==> src/rtl/spi_arb_pkg.sv <==
// Shared types and constants for the SPI master arbiter.
package spi_arb_pkg;

  typedef enum logic [1:0] {
    StIdle,
    StIssue,
    StBusy,
    StGuard
  } arb_state_e;

  localparam logic REQ_INERT = 1'b0;
  localparam logic REQ_A2D   = 1'b1;

endpackage

==> src/rtl/spi_arb_if.sv <==
// Requester-side and SPI-master-side signals of the arbiter.
interface spi_arb_if;
  logic        wrt0;
  logic        wrt1;
  logic [15:0] cmd0;
  logic [15:0] cmd1;
  logic        done0;
  logic        done1;
  logic [15:0] rd_data;
  logic        busy0;
  logic        busy1;
  logic        ovr0;
  logic        ovr1;
  logic        m_wrt;
  logic [15:0] m_cmd;
  logic        m_done;
  logic [15:0] m_rd_data;
  logic        owner;

  // Arbiter view.
  modport slave (
    input  wrt0, wrt1, cmd0, cmd1, m_done, m_rd_data,
    output done0, done1, rd_data, busy0, busy1, ovr0, ovr1, m_wrt, m_cmd, owner
  );

  // Environment view: the two requesters plus the SPI master.
  modport master (
    output wrt0, wrt1, cmd0, cmd1, m_done, m_rd_data,
    input  done0, done1, rd_data, busy0, busy1, ovr0, ovr1, m_wrt, m_cmd, owner
  );
endinterface

==> src/rtl/spi_arb.sv <==
// Round-robin arbiter sharing one SPI master between the inertial (0) and A2D (1) requesters.
// Buffers one command per requester and routes done/read data back to the bus owner.
module spi_arb
  import spi_arb_pkg::*;
#(
  parameter int unsigned GUARD = 4
) (
  input logic      clk,
  input logic      rst_n,
  spi_arb_if.slave bus
);

  localparam int unsigned CntW = (GUARD > 0) ? $clog2(GUARD + 1) : 1;

  arb_state_e       state_q, state_d;
  logic [1:0]       pend_q, pend_d;
  logic [1:0]       ovr_q, ovr_d;
  logic [1:0]       done_q, done_d;
  logic [1:0][15:0] buf_q, buf_d;
  logic [1:0][15:0] cmd;
  logic [1:0]       wrt;
  logic             last_q, last_d;
  logic             owner_q, owner_d;
  logic             winner;
  logic [15:0]      m_cmd_q, m_cmd_d;
  logic [15:0]      rd_data_q, rd_data_d;
  logic [CntW-1:0]  cnt_q, cnt_d;
  logic             active;

  assign wrt = {bus.wrt1, bus.wrt0};
  assign cmd = {bus.cmd1, bus.cmd0};

  always_comb begin
    state_d   = state_q;
    pend_d    = pend_q;
    ovr_d     = ovr_q;
    done_d    = 2'b00;
    buf_d     = buf_q;
    last_d    = last_q;
    owner_d   = owner_q;
    m_cmd_d   = m_cmd_q;
    rd_data_d = rd_data_q;
    cnt_d     = cnt_q;
    winner    = REQ_INERT;

    unique case (state_q)
      StIdle: begin
        if (|pend_q) begin
          winner        = (&pend_q) ? ~last_q : pend_q[1];
          owner_d       = winner;
          m_cmd_d       = buf_q[winner];
          last_d        = winner;
          pend_d[winner] = 1'b0;
          state_d       = StIssue;
        end
      end
      StIssue: state_d = StBusy;
      StBusy: begin
        if (bus.m_done) begin
          rd_data_d       = bus.m_rd_data;
          done_d[owner_q] = 1'b1;
          if (GUARD == 0) begin
            state_d = StIdle;
          end else begin
            state_d = StGuard;
            cnt_d   = CntW'(GUARD);
          end
        end
      end
      StGuard: begin
        if (cnt_q == '0) state_d = StIdle;
        else             cnt_d   = cnt_q - 1'b1;
      end
      default: state_d = StIdle;
    endcase

    // A new strobe wins over a grant clearing the same pending bit; it only counts as an
    // overwrite if the previous command is still unissued.
    for (int n = 0; n < 2; n++) begin
      if (wrt[n]) begin
        if (pend_d[n]) ovr_d[n] = 1'b1;
        pend_d[n] = 1'b1;
        buf_d[n]  = cmd[n];
      end
    end
  end

  always_ff @(posedge clk or negedge rst_n) begin
    if (!rst_n) begin
      state_q   <= StIdle;
      pend_q    <= 2'b00;
      ovr_q     <= 2'b00;
      done_q    <= 2'b00;
      buf_q     <= '0;
      last_q    <= REQ_A2D;
      owner_q   <= REQ_INERT;
      m_cmd_q   <= '0;
      rd_data_q <= '0;
      cnt_q     <= '0;
    end else begin
      state_q   <= state_d;
      pend_q    <= pend_d;
      ovr_q     <= ovr_d;
      done_q    <= done_d;
      buf_q     <= buf_d;
      last_q    <= last_d;
      owner_q   <= owner_d;
      m_cmd_q   <= m_cmd_d;
      rd_data_q <= rd_data_d;
      cnt_q     <= cnt_d;
    end
  end

  assign active = (state_q == StIssue) || (state_q == StBusy);

  assign bus.m_wrt   = (state_q == StIssue);
  assign bus.m_cmd   = m_cmd_q;
  assign bus.owner   = owner_q;
  assign bus.rd_data = rd_data_q;
  assign bus.done0   = done_q[0];
  assign bus.done1   = done_q[1];
  assign bus.ovr0    = ovr_q[0];
  assign bus.ovr1    = ovr_q[1];
  assign bus.busy0   = pend_q[0] | (active & (owner_q == REQ_INERT));
  assign bus.busy1   = pend_q[1] | (active & (owner_q == REQ_A2D));

endmodule

==> src/flat_wrapper.sv <==
// flat-port wrapper written by rule: the top's interface ports become plain ports
module spi_arb_flat import spi_arb_pkg::*;
#(
  parameter int unsigned GUARD = 4
)
  (clk, rst_n, bus_wrt0, bus_wrt1, bus_cmd0, bus_cmd1, bus_m_done, bus_m_rd_data, bus_done0, bus_done1, bus_rd_data, bus_busy0, bus_busy1, bus_ovr0, bus_ovr1, bus_m_wrt, bus_m_cmd, bus_owner);
  spi_arb_if bus_i ();
  input logic clk;
  input logic rst_n;
  input wire logic [$bits(bus_i.wrt0)-1:0] bus_wrt0;
  input wire logic [$bits(bus_i.wrt1)-1:0] bus_wrt1;
  input wire logic [$bits(bus_i.cmd0)-1:0] bus_cmd0;
  input wire logic [$bits(bus_i.cmd1)-1:0] bus_cmd1;
  input wire logic [$bits(bus_i.m_done)-1:0] bus_m_done;
  input wire logic [$bits(bus_i.m_rd_data)-1:0] bus_m_rd_data;
  output wire logic [$bits(bus_i.done0)-1:0] bus_done0;
  output wire logic [$bits(bus_i.done1)-1:0] bus_done1;
  output wire logic [$bits(bus_i.rd_data)-1:0] bus_rd_data;
  output wire logic [$bits(bus_i.busy0)-1:0] bus_busy0;
  output wire logic [$bits(bus_i.busy1)-1:0] bus_busy1;
  output wire logic [$bits(bus_i.ovr0)-1:0] bus_ovr0;
  output wire logic [$bits(bus_i.ovr1)-1:0] bus_ovr1;
  output wire logic [$bits(bus_i.m_wrt)-1:0] bus_m_wrt;
  output wire logic [$bits(bus_i.m_cmd)-1:0] bus_m_cmd;
  output wire logic [$bits(bus_i.owner)-1:0] bus_owner;
  assign bus_i.wrt0 = bus_wrt0;
  assign bus_i.wrt1 = bus_wrt1;
  assign bus_i.cmd0 = bus_cmd0;
  assign bus_i.cmd1 = bus_cmd1;
  assign bus_i.m_done = bus_m_done;
  assign bus_i.m_rd_data = bus_m_rd_data;
  assign bus_done0 = bus_i.done0;
  assign bus_done1 = bus_i.done1;
  assign bus_rd_data = bus_i.rd_data;
  assign bus_busy0 = bus_i.busy0;
  assign bus_busy1 = bus_i.busy1;
  assign bus_ovr0 = bus_i.ovr0;
  assign bus_ovr1 = bus_i.ovr1;
  assign bus_m_wrt = bus_i.m_wrt;
  assign bus_m_cmd = bus_i.m_cmd;
  assign bus_owner = bus_i.owner;
  spi_arb #(.GUARD(GUARD)) u_core (.clk(clk), .rst_n(rst_n), .bus(bus_i));
endmodule
==> config.mk <==
export PLATFORM = sky130hd
export DESIGN_NAME = spi_arb_flat
export DESIGN_NICKNAME = d
export VERILOG_FILES = /design/src/rtl/spi_arb_pkg.sv /design/src/rtl/spi_arb_if.sv /design/src/rtl/spi_arb.sv /design/src/flat_wrapper.sv
export SDC_FILE = /design/constraint.sdc
export NUM_CORES = 1
export LEC_CHECK = 0
export CAP_MARGIN = 20
export CELL_PAD_IN_SITES_DETAIL_PLACEMENT = 1
export CELL_PAD_IN_SITES_GLOBAL_PLACEMENT = 2
export CORE_ASPECT_RATIO = 1.5
export CORE_MARGIN = 2
export CORE_UTILIZATION = 33
export DETAILED_ROUTE_END_ITERATION = 10
export GPL_TIMING_DRIVEN = 0
export PLACE_DENSITY = 0.84
export SYNTH_ARGS = -nofsm -noshare
export SYNTH_HDL_FRONTEND = slang
export SYNTH_SLANG_ARGS = --single-unit
==> constraint.sdc <==
create_clock -name clk -period 4.5 [get_ports clk]
set_input_delay 0.9 -clock clk [delete_from_list [all_inputs] [get_ports clk]]
set_output_delay 0.9 -clock clk [all_outputs]
set_load 0.02 [all_outputs]
==> results of run 1 <==
## per-stage QoR
stage	setup slack [ns]	TNS, ns	util (%)	power, uW	hold slack, ns
6_report	1.72	0	47.6	3030	0.453
5_1_grt	1.59	0	47.6	3230	0.467
4_1_cts	1.69	0	47.6	3090	0.454
3_5_place_dp	2.02	0	44.8	2400	0.451
3_3_place_gp	-0.191	-14.04	44.5	2350	0.440
2_1_floorplan	2.63	0	-	1830	0.476
## path summary, 6_finish.rpt
check,start,end,slack (ns),depth (start not counted)
min in group asynchronous,rst_n,u_core.cnt_q[0]$_DFFE_PN0P_,0.46,1
worst max register to register,u_core.state_q[0]$_DFFE_PN0P_,u_core.bus.rd_data[12]$_DFFE_PN0P_,2.72,5
worst min-delay path,u_core.ovr_q[1]$_DFFE_PN0P_,u_core.ovr_q[1]$_DFFE_PN0P_,0.45,1
max in group asynchronous,rst_n,u_core.last_q$_DFFE_PN1P_,3.45,2
worst max-delay path,u_core.state_q[0]$_DFFE_PN0P_,bus_busy1,1.72,4
worst min register to register,u_core.ovr_q[1]$_DFFE_PN0P_,u_core.ovr_q[1]$_DFFE_PN0P_,0.45,1
## sequential cells by signal, indices dropped and copies added, names as in the netlist
register / count
u_core.done_q: 2
u_core.last_q: 1
u_core.buf_q: 32
u_core.state_q: 2
u_core.bus.owner: 1
u_core.bus.m_cmd: 16
u_core.pend_q: 2
u_core.cnt_q: 3
u_core.ovr_q: 2
u_core.bus.rd_data: 16
## placed cells by master, fill, tap and decap left out, types with 3 or more instances in the layout
cell type        count
o21ai_1             10
inv_1                6
nand2_1             22
mux2i_1             17
a21o_1               3
o21ai_0             10
clkdlybuf4s50_1     89
ha_1                 6
mux2_2              49
or2_2                3
dfrtp_1             76
clkbuf_16            9
nor2_1               5
clkbuf_1             5
buf_2                7
## worst max-delay path, stage by stage, from the launching register on
cell and delay [ns]:
dfrtp_1 0.40, inv_1 0.08, ha_1 0.34, a21o_2 0.20, clkdlybuf4s50_1 0.53
## power groups by stage
stage               logic (uW)  registers (uW)  clock network [uW]
CTS                       1340            1050                 692
floorplan                  607            1220                   0
global placement          1300            1050                   0
finish                    1310            1050                 667
global route              1430            1080                 724
detailed placement        1330            1060                   0
## metal layers
| layer | GRT usage [%] | vias to the layer above |
|---|---|---|
| met5 | 0 | - |
| met2 | 27.0 | 67 |
| met4 | 6.72 | 0 |
| met3 | 3.83 | 13 |
| met1 | 17.2 | 1102 |
| li1 | - | 1035 |
## cell families (layout without fill, tap and decap cells)
kind of cell / after synthesis / count (layout)
flip-flops: 77 / 77
multiplexers: 66 / 66
AND/OR/NAND/NOR: 39 / 39
AO/OA/AOI/OAI: 34 / 34
buffers and inverters: 17 / 124
adder cells (fa/ha/maj): 6 / 6
## area by class of cell
cell class / count / area, um2 / area share [%]
flip-flops and latches: 77 / 1930 / 42.2
multi-input cells: 145 / 1200 / 26.2
repair buffers: 91 / 926 / 20.3
clock buffers: 15 / 268 / 5.87
well taps: 115 / 144 / 3.15
plain buffers: 11 / 75.1 / 1.64
inverters: 6 / 22.5 / 0.493
clock inverters: 1 / 5.00 / 0.110
==> metrics.yaml, run 1 <==
cells_and_area:
  num_antenna_cells: 0
  drive_gt1_share_pct: 23.4
  nNetsFinal: 400
  fillers: 1008
  fin_area_mm2: 0.00456
  area_delta_synth_final_pct: 41.7
  layout.cells.non_filler: 461
power:
  clkPwrFrac_pct: 22.0
  pwr-share-comb_pct: 43.4
  p_switching_uw: 1050
  leakagePower_uw: 0.00197
  peakVddDrop_v: 0.000257
  power_frac_seq_pct: 34.6
  p_sw_share_pct: 34.6
  internal_power_uw: 1980
  powerDensity_mw_per_mm2: 663
placed_design:
  placed_area_mm2: 0.00429
  dp.cells: 445
  dp_hpwl_mm: 5.59
  gp_congestion: 0.712
  port_buffers: 90
worst_setup_path:
  criticalPathCategory: "reg2out"
  end_kind: "output pin"
  cp.arrival_ns: 1.88
  setup.worst_path.start_class: "flip-flop"
  critPathMaxFanout: 4
  cp.required_ns: 3.60
timing:
  slew_headroom_pct: 61.9
  fin_crit_sh_pct: 61.9
  finalClockSkew_ns: 0.00368
  tightest_slew_ns: 0.565
  rsz0062_at_grt: "false"
  slew_violations: 0
  period_minus_slack_ns: 2.78
  hold_violations: 0
  fmax_ghz: 0.359
  setup-violations-final: 0
global_route:
  grt_use_total_pct: 15.3
  grt_overflow_total: 0
  grt_pass1_wl_mm: 12.5
  grt_pass1_vias: 2468
  grt_start_max_net_pins: 57
  antenna_found_initial: 0
drt:
  post_drt_via_cell_ratio: 4.81
  num_vias: 2217
  avgRoutedWirePerCell_um: 16.5
  met2WireLength_mm: 4.09
  routed_wl_mm: 7.61
  routed.top_layer: "met4"
  ant_nets: 0
  drtIter0Drc: 35
  drtPass1Iterations: 3
  drcViolationCount: 0
  routed-wl-met3_um: 373
  met1Wirelength_mm: 2.99
yosys:
  synth.area.top_cells: "dfrtp_1, mux2_2, mux2i_1"
  yosys.area_share.simple_pct: 5.67
  synth_fa_ha_area_share_pct: 2.33
  synth_top_family_by_area: "multiplexers"
  ys_warn_count: 0
  synth-async-reset-ratio_pct: 100
  synth_compound_area_share_pct: 6.72
  synthCells: 239
  ys_top_cells_by_count: "dfrtp_1, mux2_2, nand2_1"
  synth_xor_xnor_area_share_pct: 0
  synth_top_cell_area_share_pct: 59.0
  ys_ff_latch: 77
  syn_avg_cell_area_um2: 13.5
  synth_most_common_cell: "dfrtp_1"
  yosys.area.top_type: "dfrtp_1"
  ys_seq_area_share_pct: 59.8
  yosysUniqueCellTypes: 33
  synth_edf_count: 0
  synth-main-ff-cell: "dfrtp_1"
  syn_area_mm2: 0.00322
  synthMuxAreaShare_pct: 22.4
  synth_fp_nets: 298
floorplan:
  die_h_um: 125
  die_area_mm2: 0.0106
  core-area_mm2: 0.00958
  io_pins: 93
  rows: 44
  start_util_pct: 33.6
  die_w_um: 84.7
clocking:
  numCtsBuffers: 9
  post_cts_buffers: 0
  root_buffer: "clkbuf_16"
  clk_pin_slew_ns: 0.05
  htree_levels: 3
  cts.repair.resized: 0
  cts_tree: "built"
  ctsHoldBuffers: 0
  cts_sinks: 77
  cts_buffer_depth: 2
  insertion_delay_ns: 0.33
flow_run:
  cap_violations: 0
min_path:
  holdCritPathClass: "reg2reg"
run_status:
  outcome: "complete, no violations"
Note: power is estimated with default switching activity, not from simulation.
==> run 2, diff against run 1 <==
--- a/config.mk
+++ b/config.mk
@@ -10,10 +10,10 @@
 export CELL_PAD_IN_SITES_GLOBAL_PLACEMENT = 2
 export CORE_ASPECT_RATIO = 1.5
 export CORE_MARGIN = 2
-export CORE_UTILIZATION = 33
+export CORE_UTILIZATION = 31
 export DETAILED_ROUTE_END_ITERATION = 10
 export GPL_TIMING_DRIVEN = 0
-export PLACE_DENSITY = 0.84
+export PLACE_DENSITY = 0.79
 export SYNTH_ARGS = -nofsm -noshare
 export SYNTH_HDL_FRONTEND = slang
 export SYNTH_SLANG_ARGS = --single-unit
==> constraint.sdc (replaced) <==
create_clock -name clk -period 2.6 [get_ports clk]
set_input_delay 0.52 -clock clk [delete_from_list [all_inputs] [get_ports clk]]
set_output_delay 0.52 -clock clk [all_outputs]
set_load 0.02 [all_outputs]
==> run 2 against run 1 <==
Against the previous run: core utilization down 2.6 points; first-iteration DRC count increased by 31%; power rose by 72%; via count down 0.14%; setup slack got worse by 1.5 ns; clock power increased by 71%; global-route usage is 1.3 points lower; sequential power rose by 72%; wire length shrank 2.6%; combinational power is 73% higher; largest cell class unchanged.
==> metrics.yaml, run 2 (synthesis gave the netlist of run 1 again) <==
placed_design:
  gp_congestion: 0.739
  port_buffers: 90
  placed_area_mm2: 0.00429
  dp.cells: 447
  dp_hpwl_mm: 5.35
global_route:
  grt_use_total_pct: 14.0
  grt_pass1_vias: 2424
  grt_start_max_net_pins: 56
  antenna_found_initial: 0
  grt_overflow_total: 0
  grt_pass1_wl_mm: 11.9
worst_setup_path:
  worst_r2r_path_depth: 5
  crit_chain: "inv_1, ha_1, a21o_2, clkdlybuf4s50_1"
  critPathSlowestCell: "clkdlybuf4s50_1"
  r2r_slack_ns: 0.81
  r2r-start: "u_core.state_q[0]$_DFFE_PN0P_"
  critPathMaxFanout: 4
  cp.required_ns: 2.08
  cp_slowest_stage_delay_ns: 0.54
  cp.arrival_ns: 1.90
  end_kind: "output pin"
  cp_top_family: "buffers and inverters"
  criticalPathCategory: "reg2out"
  timing.rr.end: "u_core.bus.rd_data[11]$_DFFE_PN0P_"
  cp_num_buf_inv: 2
  setup.worst_path.start_class: "flip-flop"
timing:
  fin_crit_sh_pct: 93.1
  rsz0062_at_grt: "false"
  setup-violations-final: 0
  finalClockSkew_ns: 0.00387
  tightest_slew_ns: 0.532
  slew_violations: 0
  period_minus_slack_ns: 2.42
  fmax_ghz: 0.413
  hold_violations: 0
  slew_headroom_pct: 64.1
clocking:
  root_buffer: "clkbuf_16"
  insertion_delay_ns: 0.33
  cts_buffer_depth: 2
  clk_pin_slew_ns: 0.05
  cts.repair.resized: 0
  ctsHoldBuffers: 0
  cts_sinks: 77
  cts_tree: "built"
  htree_levels: 3
  numCtsBuffers: 9
  post_cts_buffers: 0
power:
  leakagePower_uw: 0.00197
  pwr-share-comb_pct: 43.4
  power_frac_seq_pct: 34.8
  clkPwrFrac_pct: 21.8
  peakVddDrop_v: 0.000427
  powerDensity_mw_per_mm2: 1140
  total_power_uw: 5210
  internal_power_uw: 3410
  p_sw_share_pct: 34.5
  p_switching_uw: 1800
drt:
  met2WireLength_mm: 3.95
  ant_nets: 0
  drtPass1Iterations: 4
  drtIter0Drc: 46
  routed-wl-met3_um: 327
  post_drt_via_cell_ratio: 4.80
  routed.top_layer: "met4"
  num_vias: 2214
  met1Wirelength_mm: 2.99
  routed_wl_mm: 7.41
  avgRoutedWirePerCell_um: 16.1
  drcViolationCount: 0
cells_and_area:
  fillers: 1077
  drive_gt1_share_pct: 23.8
  final_cell_mix: "clkdlybuf4s50_1, dfrtp_1, mux2_2, nand2_1, mux2i_1"
  nNetsFinal: 400
  fin_area_mm2: 0.00456
  top_register: "u_core.buf_q"
  area_delta_synth_final_pct: 41.6
  largest_register_ffs: 32
  layout.cells.non_filler: 461
  num_antenna_cells: 0
  final_common_cell: "clkdlybuf4s50_1"
floorplan:
  die_h_um: 129
  rows: 45
  core-area_mm2: 0.0101
  die_area_mm2: 0.0112
  io_pins: 93
  start_util_pct: 31.8
  die_w_um: 87.2
flow_run:
  cap_violations: 0
run_status:
  outcome: "complete, no violations"
min_path:
  holdCritPathClass: "in2async"
## run 2: cell types whose count changed in the layout (fill, tap and decap cells not counted)
cell,before,now
clkbuf_1,5,2
clkinv_2,1,2
## run 2: worst register-to-register path, delay by kind of cell (launching register included)
kind          cells  cell delay, ns
buf+inv           2            0.38
fa+ha+maj         1            0.28
simple gates      1            0.23
mux               1            0.37
flops             1            0.41
## run 2: power by group through the flow
| stage | logic (uW) | registers (uW) | clock network (uW) |
|---|---|---|---|
| global placement | 2240 | 1820 | 0 |
| floorplan | 1050 | 2110 | 0 |
| detailed placement | 2300 | 1840 | 0 |
| finish | 2260 | 1810 | 1140 |
| CTS | 2310 | 1820 | 1180 |
| global route | 2470 | 1870 | 1220 |
## run 2: worst max path at each step
| stage | slack, ns | endpoint | start | cells past startpoint |
|---|---|---|---|---|
| after global placement | -1.76 | u_core.buf_q[26]$_DFFE_PN0P_ | rst_n | 1 |
| after floorplan | 1.06 | u_core.state_q[1]$_DFFE_PN0P_ | u_core.state_q[0]$_DFFE_PN0P_ | 5 |
| after CTS | 0.15 | bus_busy1 | u_core.state_q[0]$_DFFE_PN0P_ | 4 |
| after detailed placement | 0.52 | bus_busy1 | u_core.state_q[0]$_DFFE_PN0P_ | 4 |
| final | 0.18 | bus_busy1 | u_core.state_q[0]$_DFFE_PN0P_ | 4 |
| after global routing | 0.09 | bus_busy0 | u_core.state_q[0]$_DFFE_PN0P_ | 4 |
## run 2: layout make-up
type / count / area (um2) / area share (%)
clock buffer: 12 / 256 / 5.62
timing repair buffer: 91 / 926 / 20.3
multi-input combinational: 145 / 1200 / 26.2
clock inverter: 2 / 10.0 / 0.219
tap: 117 / 146 / 3.21
inverter: 6 / 22.5 / 0.494
buffer: 11 / 75.1 / 1.65
sequential: 77 / 1930 / 42.3
## run 2: routing by layer
metal	up-vias	track usage, %
met1	1104	15.9
met2	64	24.6
met3	12	3.46
met4	0	5.97
met5	-	0
li1	1034	-
## run 2: per-stage QoR
| step | utilization [%] | setup WS, ns | setup TNS [ns] | hold slack (ns) |
|---|---|---|---|---|
| after floorplan | - | 1.06 | 0 | 0.224 |
| after global placement | 42.1 | -1.76 | -134.01 | 0.446 |
| after detailed placement | 42.4 | 0.517 | 0 | 0.450 |
| after CTS | 45.0 | 0.151 | 0 | 0.0918 |
| after global routing | 45.0 | 0.0931 | 0 | 0.101 |
| final | 45.0 | 0.179 | 0 | 0.0880 |
==> run 3, diff against run 2 <==
--- a/config.mk
+++ b/config.mk
@@ -5,15 +5,14 @@
 export SDC_FILE = /design/constraint.sdc
 export NUM_CORES = 1
 export LEC_CHECK = 0
-export CAP_MARGIN = 20
 export CELL_PAD_IN_SITES_DETAIL_PLACEMENT = 1
 export CELL_PAD_IN_SITES_GLOBAL_PLACEMENT = 2
 export CORE_ASPECT_RATIO = 1.5
 export CORE_MARGIN = 2
-export CORE_UTILIZATION = 31
+export CORE_UTILIZATION = 28
 export DETAILED_ROUTE_END_ITERATION = 10
 export GPL_TIMING_DRIVEN = 0
-export PLACE_DENSITY = 0.79
+export PLACE_DENSITY = 0.73
 export SYNTH_ARGS = -nofsm -noshare
 export SYNTH_HDL_FRONTEND = slang
 export SYNTH_SLANG_ARGS = --single-unit
==> run 3 against run 2 <==
Against the previous run: first-iteration DRC count fell by 24%; core utilization decreased by 4.5 points; wire length grew 4.3%; critical path depth unchanged; register-to-register slack about the same; global-route usage down 0.99 points.
==> metrics.yaml, run 3 (synthesis gave the netlist of run 1 again) <==
cells_and_area:
  fillers: 1179
  fin_area_mm2: 0.00460
  area_delta_synth_final_pct: 42.6
  top_register: "u_core.buf_q"
  final_cell_mix: "clkdlybuf4s50_1, dfrtp_1, mux2_2, nand2_1, mux2i_1"
  largest_register_ffs: 32
  nNetsFinal: 400
  num_antenna_cells: 0
  layout.cells.non_filler: 495
  drive_gt1_share_pct: 23.5
  fin_util_pct: 40.5
  final_common_cell: "clkdlybuf4s50_1"
drt:
  routed-wl-met3_um: 432
  post_drt_via_cell_ratio: 4.50
  num_vias: 2227
  routed_wl_mm: 7.73
  ant_nets: 0
  met1Wirelength_mm: 3.05
  routed.top_layer: "met4"
  met2WireLength_mm: 4.07
  drtIter0Drc: 35
  avgRoutedWirePerCell_um: 15.6
  drtPass1Iterations: 4
  drcViolationCount: 0
timing:
  rsz0062_at_grt: "false"
  tightest_slew_ns: 0.601
  period_minus_slack_ns: 2.41
  slew_violations: 0
  fin_crit_sh_pct: 92.7
  slew_headroom_pct: 59.5
  setup-violations-final: 0
  finalClockSkew_ns: 0.00940
  setup_tns_ns: 0
  fmax_ghz: 0.415
  hold_violations: 0
power:
  clkPwrFrac_pct: 21.4
  pwr-share-comb_pct: 43.7
  power_frac_seq_pct: 34.9
  p_sw_share_pct: 34.8
  internal_power_uw: 3390
  powerDensity_mw_per_mm2: 1130
  leakagePower_uw: 0.00197
  p_switching_uw: 1810
  peakVddDrop_v: 0.000440
worst_setup_path:
  criticalPathCategory: "reg2out"
  r2r_slack_ns: 0.81
  end_kind: "output pin"
  crit_start: "u_core.state_q[0]$_DFFE_PN0P_"
  endpoint: "bus_busy1"
  setup.worst_path.start_class: "flip-flop"
  cp.required_ns: 2.08
  r2r-start: "u_core.state_q[0]$_DFFE_PN0P_"
  critPathMaxFanout: 4
  cp.arrival_ns: 1.89
  worst_r2r_path_depth: 5
  timing.rr.end: "u_core.bus.rd_data[10]$_DFFE_PN0P_"
floorplan:
  die_area_mm2: 0.0124
  die_w_um: 91.6
  core-area_mm2: 0.0114
  io_pins: 93
  die_h_um: 135
  rows: 48
  start_util_pct: 28.4
global_route:
  grt_overflow_total: 0
  grt_start_max_net_pins: 67
  grt_pass1_wl_mm: 12.3
  grt_use_total_pct: 13.0
  grt_pass1_vias: 2441
  antenna_found_initial: 0
clocking:
  root_buffer: "clkbuf_16"
  cts_tree: "built"
  insertion_delay_ns: 0.33
  cts_buffer_depth: 2
  clk_pin_slew_ns: 0.06
  cts_sinks: 77
  numCtsBuffers: 9
  htree_levels: 3
  ctsHoldBuffers: 0
  cts.repair.resized: 0
  post_cts_buffers: 0
placed_design:
  dp_hpwl_mm: 5.70
  placed_area_mm2: 0.00434
  dp.cells: 480
  port_buffers: 90
  gp_congestion: 0.698
flow_run:
  cap_violations: 0
min_path:
  holdCritPathClass: "in2async"
run_status:
  outcome: "complete, no violations"
run 3: through the flow:
stage	total power, uW	setup slack [ns]	hold WS (ns)
5_1_grt	5510	0.151	0.0442
4_1_cts	5300	0.162	0.0266
2_1_floorplan	3160	1.06	0.224
3_5_place_dp	4150	0.522	0.384
6_report	5200	0.191	0.0334
3_3_place_gp	4080	-1.87	0.456
run 3: power by group through the flow:
stage | Sequential, uW | Combinational [uW] | Clock, uW
3_5_place_dp | 1840 | 2310 | 0
4_1_cts | 1820 | 2320 | 1160
6_report | 1810 | 2270 | 1110
5_1_grt | 1870 | 2450 | 1190
2_1_floorplan | 2110 | 1050 | 0
3_3_place_gp | 1820 | 2250 | 0
run 3: layer usage:
layer,up-vias,GRT usage [%]
met1,1114,14.7
met2,66,22.9
met4,0,6.57
li1,1036,-
met5,-,0
met3,11,2.84
run 3: critical path: stages (launching register included):
cell             delay [ns]
dfrtp_1                0.39
inv_1                  0.09
ha_1                   0.34
a21o_2                 0.20
clkdlybuf4s50_1        0.54
run 3: worst min-delay path by stage:
stage | start | slack, ns | endpoint | cells after the start
floorplan | rst_n | 0.22 | u_core.buf_q[0]$_DFFE_PN0P_ | 0
global placement | u_core.ovr_q[0]$_DFFE_PN0P_ | 0.46 | u_core.ovr_q[0]$_DFFE_PN0P_ | 1
detailed placement | rst_n | 0.38 | u_core.cnt_q[0]$_DFFE_PN0P_ | 1
CTS | rst_n | 0.03 | u_core.cnt_q[0]$_DFFE_PN0P_ | 1
global route | rst_n | 0.04 | u_core.cnt_q[0]$_DFFE_PN0P_ | 1
finish | rst_n | 0.03 | u_core.cnt_q[0]$_DFFE_PN0P_ | 1
run 3: area by class of cell:
class / instances / area (um2) / area share, %
sequential: 77 / 1930 / 42.0
multi-input combinational: 145 / 1200 / 26.0
timing repair buffer: 91 / 926 / 20.1
clock buffer: 13 / 250 / 5.45
tap: 150 / 188 / 4.08
buffer: 11 / 75.1 / 1.63
inverter: 6 / 22.5 / 0.490
clock inverter: 2 / 10.0 / 0.218
